==> config.mk <==
export PLATFORM = sky130hd
export DESIGN_NAME = rr_arbiter_ctrl_flat
export DESIGN_NICKNAME = d
export VERILOG_FILES = /design/src/rtl/arb_pkg.sv /design/src/rtl/rr_arbiter_ctrl_if.sv /design/src/rtl/rr_pick.sv /design/src/rtl/rr_arbiter_ctrl.sv /design/src/flat_wrapper.sv
export SDC_FILE = /design/constraint.sdc
export NUM_CORES = 1
export LEC_CHECK = 0
export BUFFER_PORTS_ARGS = -buffer_cell sky130_fd_sc_hd__buf_2
export CAP_MARGIN = 10
export CORE_UTILIZATION = 30
export CTS_BUF_LIST = sky130_fd_sc_hd__clkbuf_4 sky130_fd_sc_hd__clkbuf_8
export CTS_CLUSTER_SIZE = 8
export DETAILED_ROUTE_END_ITERATION = 12
export PLACE_DENSITY = 0.54
export SYNTH_ARGS = -nofsm -noshare
export SYNTH_HDL_FRONTEND = slang
export SYNTH_SLANG_ARGS = --single-unit
export TNS_END_PERCENT = 50
==> constraint.sdc <==
create_clock -name clk -period 2 [get_ports clk]
set_clock_uncertainty 0.2 [all_clocks]
set_input_delay 0.4 -clock clk [delete_from_list [all_inputs] [get_ports clk]]
set_output_delay 0.4 -clock clk [all_outputs]
set_load 0.005 [all_outputs]
==> src/rtl/arb_pkg.sv <==
// rtl/arb_pkg.sv - shared types and defaults for the round-robin arbiter
package arb_pkg;

  typedef enum logic [1:0] {IDLE, GRANT, GAP} arb_state_t;

  localparam int ARB_N        = 4;
  localparam int ARB_MAX_HOLD = 16;

  // Explicit wrap so N need not be a power of two.
  function automatic int next_idx(input int i, input int n);
    return (i + 1 >= n) ? 0 : i + 1;
  endfunction

endpackage

==> src/rtl/rr_arbiter_ctrl_if.sv <==
// rtl/rr_arbiter_ctrl_if.sv - request/grant bundle between requesters and the arbiter
interface rr_arbiter_ctrl_if
  import arb_pkg::*;
#(
  parameter int N = ARB_N
);
  localparam int IW = (N > 1) ? $clog2(N) : 1;

  logic [N-1:0]  req;
  logic [N-1:0]  gnt;
  logic [IW-1:0] gnt_id;
  logic          busy;
  logic          timeout;

  modport master (output req, input gnt, gnt_id, busy, timeout);
  modport slave  (input req, output gnt, gnt_id, busy, timeout);
endinterface

==> src/rtl/rr_pick.sv <==
// rtl/rr_pick.sv - first set request bit at or after ptr, wrapping modulo N
module rr_pick #(
  parameter int N  = 4,
  parameter int IW = (N > 1) ? $clog2(N) : 1
) (
  input  logic [N-1:0]  req,
  input  logic [IW-1:0] ptr,
  output logic          found,
  output logic [IW-1:0] idx
);

  // Scan downward so the candidate closest to ptr is the last one written.
  always_comb begin
    found = 1'b0;
    idx   = '0;
    for (int k = N - 1; k >= 0; k--) begin
      if (req[(int'(ptr) + k) % N]) begin
        found = 1'b1;
        idx   = IW'((int'(ptr) + k) % N);
      end
    end
  end

endmodule

==> src/rtl/rr_arbiter_ctrl.sv <==
// rtl/rr_arbiter_ctrl.sv - hold-based round-robin arbiter with maximum-tenure preemption
module rr_arbiter_ctrl
  import arb_pkg::*;
#(
  parameter int N        = ARB_N,
  parameter int MAX_HOLD = ARB_MAX_HOLD
) (
  input  logic              clk,
  input  logic              rst,
  rr_arbiter_ctrl_if.slave  bus
);

  localparam int IW = (N > 1) ? $clog2(N) : 1;
  localparam int HW = $clog2(MAX_HOLD);

  arb_state_t    r_state;
  logic [N-1:0]  r_gnt;
  logic [IW-1:0] r_gnt_id;
  logic [IW-1:0] r_ptr;
  logic [HW-1:0] r_hold;
  logic          r_busy;
  logic          r_timeout;

  logic          w_found;
  logic [IW-1:0] w_idx;
  logic          w_arb;
  logic          w_expire;

  rr_pick #(.N(N), .IW(IW)) u_pick (
    .req   (bus.req),
    .ptr   (r_ptr),
    .found (w_found),
    .idx   (w_idx)
  );

  // Release is tested before expiry, so a drop on the last tenure cycle never preempts.
  assign w_arb    = (r_state != GRANT) || !bus.req[r_gnt_id];
  assign w_expire = (r_hold == HW'(MAX_HOLD - 1));

  always_ff @(posedge clk or negedge rst) begin
    if (!rst) begin
      r_state   <= IDLE;
      r_gnt     <= '0;
      r_gnt_id  <= '0;
      r_ptr     <= '0;
      r_hold    <= '0;
      r_busy    <= 1'b0;
      r_timeout <= 1'b0;
    end else begin
      r_timeout <= 1'b0;
      if (w_arb && w_found) begin
        r_state  <= GRANT;
        r_gnt    <= N'(1) << w_idx;
        r_gnt_id <= w_idx;
        r_ptr    <= IW'(next_idx(int'(w_idx), N));
        r_hold   <= '0;
        r_busy   <= 1'b1;
      end else if (w_arb) begin
        r_state <= IDLE;
        r_gnt   <= '0;
        r_busy  <= 1'b0;
      end else if (w_expire) begin
        r_state   <= GAP;
        r_gnt     <= '0;
        r_busy    <= 1'b0;
        r_timeout <= 1'b1;
      end else begin
        r_hold <= r_hold + HW'(1);
      end
    end
  end

  assign bus.gnt     = r_gnt;
  assign bus.gnt_id  = r_gnt_id;
  assign bus.busy    = r_busy;
  assign bus.timeout = r_timeout;

endmodule

==> src/flat_wrapper.sv <==
// flat-port wrapper written by rule: the top's interface ports become plain ports
module rr_arbiter_ctrl_flat import arb_pkg::*;
#(
  parameter int N        = ARB_N,
  parameter int MAX_HOLD = ARB_MAX_HOLD
)
  (clk, rst, bus_req, bus_gnt, bus_gnt_id, bus_busy, bus_timeout);
  rr_arbiter_ctrl_if #(.N(N)) bus_i ();
  input  logic clk;
  input  logic rst;
  input wire logic [$bits(bus_i.req)-1:0] bus_req;
  output wire logic [$bits(bus_i.gnt)-1:0] bus_gnt;
  output wire logic [$bits(bus_i.gnt_id)-1:0] bus_gnt_id;
  output wire logic [$bits(bus_i.busy)-1:0] bus_busy;
  output wire logic [$bits(bus_i.timeout)-1:0] bus_timeout;
  assign bus_i.req = bus_req;
  assign bus_gnt = bus_i.gnt;
  assign bus_gnt_id = bus_i.gnt_id;
  assign bus_busy = bus_i.busy;
  assign bus_timeout = bus_i.timeout;
  rr_arbiter_ctrl #(.N(N), .MAX_HOLD(MAX_HOLD)) u_core (.clk(clk), .rst(rst), .bus(bus_i));
endmodule
==> results_dict.tcl, run 1 <==
set metrics [dict create \
    power_density_mw_per_mm2 1190 \
    via_per_inst 4.80 \
    rsz0062_at_grt "no" \
    die_area_mm2 0.00294 \
    fin_util_pct 39.3 \
    fin_nets 114 \
    ys_ff_latch 15 \
    outcome "finished clean" \
    p_seq_share_pct 40.4 \
    drive_gt1_share_pct 24.5 \
    post_cts_buffers 0 \
    hold_buffers 1 \
    p_leak_nw 0.525 \
    dpl_worst_slack_ps 75.5 \
    final_cells 132 \
    synth_area_um2 817 \
    async_reset_ff_share_pct 100 \
    io_buffer_count 13 \
    slowest_stage "or3b_1" \
    vdd_drop_max_v 0.000564 \
    clkSinkCount 15 \
    die_y_um 54.2 \
    worst-setup-path-type "reg -> reg" \
    ys_types 29 \
    power_switching_mw 0.446 \
    intPower_mw 0.733 \
    synth-main-ff-cell "dfrtp_1" \
    finalCritPeriodShare_pct 96.0 \
    finalPower_mw 1.18 \
    num_vias 633 \
    n_antenna_cell 0 \
    critPathMaxStageDelay_ps 420 \
    gp_congestion 0.710 \
    crit_fanout 10 \
    cts-root-buf "clkbuf_4" \
    n_fill_cell 267 \
    post_drt_wl_per_cell_um 12.2 \
    row_count 18 \
    grt_use_total_pct 13.6 \
    syn2layout_area_growth_pct 21.4 \
    grt_max_degree 16 \
    ys_seq_area_share_pct 45.9 \
    cp_cell_sequence "or3b_1 -> o22ai_4 -> nand2b_4 -> mux2_1" \
    cts_resized 0 \
    finalHoldViolCount 0 \
    dp.cells 127 \
    avgSynthCellArea_um2 10.2 \
    cts_tree "done" \
    reg2reg_to "u_core.bus.gnt_id[1]" \
    rrSetupSlack_ps 80 \
    worst_ep_arrival_time_ps 1890 \
    clkSlewWorstSetupHoldPaths_ps 100 \
    tightest_slew_ps 354 \
    ant_nets 0 \
    hold_path_depth 2 \
    worst_slack_ps 81.0 \
    drt-initial-drc-count 11 \
    fin_tns_setup_ps 0 \
    finalWirelength_um 1610 \
    syn_nets 91 \
    worst_hold_path.endpoint "u_core.bus.gnt[3]" \
    min_path_type "reg -> reg" \
    clk_path_buf_depth 2 \
    rr_worst_depth 4 \
    synth-edff-count 0 \
    grt_pass1_wl_um 2770 \
    worstSetupStartpointType "flop" \
    relSlewSlack_pct 76.4 \
    clkPwrFrac_pct 15.2 \
    initial_utilization_pct 32.4 \
    grt_pass1_vias 613 \
    hold_path.startpoint "u_core.bus.gnt[3]" \
    min_period_ps 1920 \
    placed_cell_area_um2 955 \
    fmax_mhz 521 \
    drc_errors 0 \
    setup_viol 0 \
    crit_required_ps 1970 \
    clock_latency_ps 290 \
    hold_slack_ps 316 \
    yosysWarnings 0 \
    num_io_pins 14 \
    reg2reg_from "u_core.r_state[1]" \
    dr.pass1.iters 4 \
    core_area_mm2 0.00252 \
    end_kind "flop" \
    fp.dieW_um 54.2 \
    finalInstanceArea_um2 992 \
    antenna_found_initial 0 \
    dp_hpwl_um 1180 \
    cap_violations 0 \
    cts-htree-levels 1 \
    swShare_pct 37.8 \
    cts_buffers 3 \
    syn-instance-count 80 \
    power_frac_comb_pct 44.4 \
    drv_slew 0 \
    gr-total-overflow 0 \
]
cells by family (layout without fill, tap and decap cells):
family / count (synthesis) / after routing / synth area share (%)
buffers and inverters: 10 / 32 / 4.90
adder cells (fa/ha/maj): 5 / 5 / 7.66
flip-flops: 15 / 15 / 45.9
AO/OA/AOI/OAI: 17 / 17 / 14.2
AND/OR/NAND/NOR: 27 / 27 / 19.5
multiplexers: 6 / 6 / 7.81
layer usage:
metal  part of all wire [%]  up-vias  track usage, %  wire [um]
li1                       -      326               -          -
met1                     51      297            18.9        827
met2                     46       10            19.5        745
met3                    2.3        0            2.54         37
met4                      0        0            7.69          0
met5                      0        -               0          0
placed cells by master (no fill, tap or decap), types with 3 or more instances in the layout:
cell,instances
dfrtp_1,15
buf_2,13
inv_1,8
nand3_1,6
o21ai_0,6
buf_4,6
nand2_1,5
ha_1,5
a21oi_1,4
nand2b_1,3
mux2i_1,3
mux2_1,3
clkbuf_4,3
cell usage after synthesis, types with 2 or more instances:
library cell  instances  area share (%)
a21oi_1               4             2.5
and2_1                2             1.5
buf_2                 2             1.2
dfrtp_1              15              46
ha_1                  5             7.7
inv_1                 8             3.7
mux2_1                3             4.1
mux2i_1               3             3.7
nand2_1               5             2.3
nand2b_1              3             2.3
nand3_1               6             3.7
nor2_1                2            0.92
o21ai_0               6             3.7
how the worst max path moves through the flow:
stage,startpoint,end,slack [ps],depth (start not counted)
after floorplan,u_core.bus.gnt_id[1],u_core.r_ptr[1],200,4
after global placement,bus_req[2],u_core.r_ptr[0],80,4
after detailed placement,bus_req[2],u_core.bus.gnt_id[1],80,4
after CTS,u_core.r_state[1],u_core.bus.gnt_id[1],80,4
after global routing,u_core.r_state[1],u_core.r_ptr[1],10,4
final,u_core.r_state[1],u_core.bus.gnt_id[1],80,4
sequential cells by signal, indices dropped and copies added, names as in the netlist:
signal	cells
u_core.r_ptr	2
u_core.bus.gnt	4
u_core.bus.timeout	1
u_core.r_state	2
u_core.r_hold	4
u_core.bus.gnt_id	2
final cells by class:
cell class / count / area (um^2) / share of cell area (%)
sequential: 15 / 375 / 37.8
multi-input combinational: 55 / 402 / 40.5
tap: 30 / 37.5 / 3.78
clock inverter: 1 / 5.00 / 0.504
clock buffer: 3 / 22.5 / 2.27
inverter: 8 / 30.0 / 3.03
timing repair buffer: 20 / 120 / 12.1
power groups by stage:
stage	clock, mW	combinational (mW)	sequential (mW)
floorplan	0	0.338	0.476
global placement	0	0.522	0.479
detailed placement	0	0.531	0.480
CTS	0.188	0.533	0.476
global route	0.201	0.609	0.486
finish	0.180	0.523	0.476
critical path: cells and delay by family, from the launching register on:
kind	cells	cell delay (ps)
AO/OA/AOI/OAI	1	230
multiplexers	1	340
AND/OR/NAND/NOR	2	650
flip-flops	1	380
No activity file was read; power rests on OpenSTA's default activity.
==> inputs of run 2 (changes only) <==
Settings changed: CORE_ASPECT_RATIO set to 0.9, GPL_TIMING_DRIVEN set to 0.
==> run 2 against run 1 <==
Net effect: first-iteration DRC count decreased by 9.1%; sequential power increased by 1%; critical endpoint unchanged; final cell count decreased by 4.5%; core utilization decreased by 0.80 points; largest power group unchanged; via count increased by 1.1%; maximum frequency increased by 0.37%; the run now ends with DRC left.
==> results_dict.tcl, run 2 (synthesis gave the netlist of run 1 again) <==
set metrics [dict create \
    placed_cell_area_um2 917 \
    gp_congestion 0.679 \
    post_drt_wl_per_cell_um 12.1 \
    drive_gt1_share_pct 23.5 \
    finalCritPeriodShare_pct 95.6 \
    row_count 17 \
    cap_violations 0 \
    worst_ep_arrival_time_ps 1880 \
    min_period_ps 1910 \
    grt_pass1_wl_um 2620 \
    syn2layout_area_growth_pct 18.4 \
    drv_slew 0 \
    cts-root-buf "clkbuf_4" \
    fin_nets 110 \
    clock_latency_ps 280 \
    grt_max_degree 16 \
    post_cts_buffers 0 \
    rsz0062_at_grt "yes" \
    cts-htree-levels 1 \
    initial_utilization_pct 32.6 \
    hold_path_depth 2 \
    outcome "finished with violations" \
    setup_viol 0 \
    dp.cells 121 \
    ant_nets 0 \
    dp_hpwl_um 1160 \
    clk_path_buf_depth 2 \
    core_area_mm2 0.00251 \
    clkSinkCount 15 \
    n_antenna_cell 0 \
    clkSlewWorstSetupHoldPaths_ps 80 \
    grt_use_total_pct 11.9 \
    die_area_mm2 0.00294 \
    final_cells 126 \
    power_density_mw_per_mm2 1190 \
    drt-initial-drc-count 10 \
    antenna_found_initial 0 \
    cts_buffers 3 \
    io_buffer_count 13 \
    p_leak_nw 0.507 \
    grt_pass1_vias 577 \
    min_path_type "reg -> reg" \
    rr_worst_depth 4 \
    cts_tree "done" \
    worstSetupStartpointType "flop" \
    tightest_slew_ps 330 \
    via_per_inst 5.08 \
    end_kind "flop" \
    finalHoldViolCount 0 \
    finalPower_mw 1.15 \
    die_y_um 51.5 \
    dr.pass1.iters 8 \
    fmax_mhz 523 \
    worst-setup-path-type "reg -> reg" \
    gr-total-overflow 0 \
    failed_checks "DRC" \
    relSlewSlack_pct 78.0 \
    fp.dieW_um 57.0 \
    finalInstanceArea_um2 967 \
    drc_errors 2 \
    num_io_pins 14 \
    vdd_drop_max_v 0.000545 \
    crit_fanout 10 \
    num_vias 640 \
    crit_required_ps 1970 \
    layout_common_cells "15 x buf_2, 15 x dfrtp_1, 8 x inv_1, 6 x nand3_1, 6 x o21ai_0" \
    finalWirelength_um 1520 \
]
run 2: timing repair:
item                                   4_1_cts  5_1_grt
endpoints found under the hold margin       15        0
hold buffers                                 1        0
setup endpoints to repair                    0        3
resized for setup                            0        2
run 2: final timing paths:
path	to	startpoint	slack, ps
hold / removal	u_core.bus.gnt[3]	u_core.bus.gnt[3]	320
max in group asynchronous	u_core.bus.gnt[3]	rst	1010
setup reg to reg	u_core.bus.gnt_id[1]	u_core.bus.gnt_id[1]	90
hold reg to reg	u_core.bus.gnt[3]	u_core.bus.gnt[3]	320
setup / recovery	u_core.bus.gnt_id[1]	u_core.bus.gnt_id[1]	90
min in group asynchronous	u_core.bus.gnt_id[1]	rst	340
run 2: routing by layer:
metal  up-vias  routed length (um)  GRT usage, %
li1        319                   -             -
met1       300                 746          16.4
met2        19                 674          17.3
met3         2                  87          4.48
met4         0                  12          3.66
met5         -                   0             0
run 2: power by group:
part,internal [mW],switching [mW]
registers,0.398,0.0846
clock network,0.0909,0.0914
logic,0.229,0.257
total,0.718,0.433
run 2: cell type report:
cell class	instances	area, um^2
Fill cell	260	1540
Multi-Input combinational cell	55	412
Sequential cell	15	375
Timing Repair Buffer	14	75.1
Tap cell	28	35.0
Clock buffer	4	30.0
Inverter	8	30.0
Buffer	2	10.0
run 2: critical path, stage by stage, from the launching register on:
cell,delay (ps)
dfrtp_1,410
or3b_1,400
o22ai_4,230
nand2b_4,230
mux2_1,330
run 2: stage by stage:
step / setup TNS, ps / worst slack, ps / hold WS, ps / utilization [%]
after floorplan: 0 / 200 / -95.6 / -
after global placement: -110 / -110 / 119 / 36.5
after detailed placement: -106 / -106 / 122 / 36.5
after CTS: 0 / 2.07 / 326 / 38.1
after global routing: -1.78 / -1.78 / 348 / 38.5
final: 0 / 88.1 / 323 / 38.5
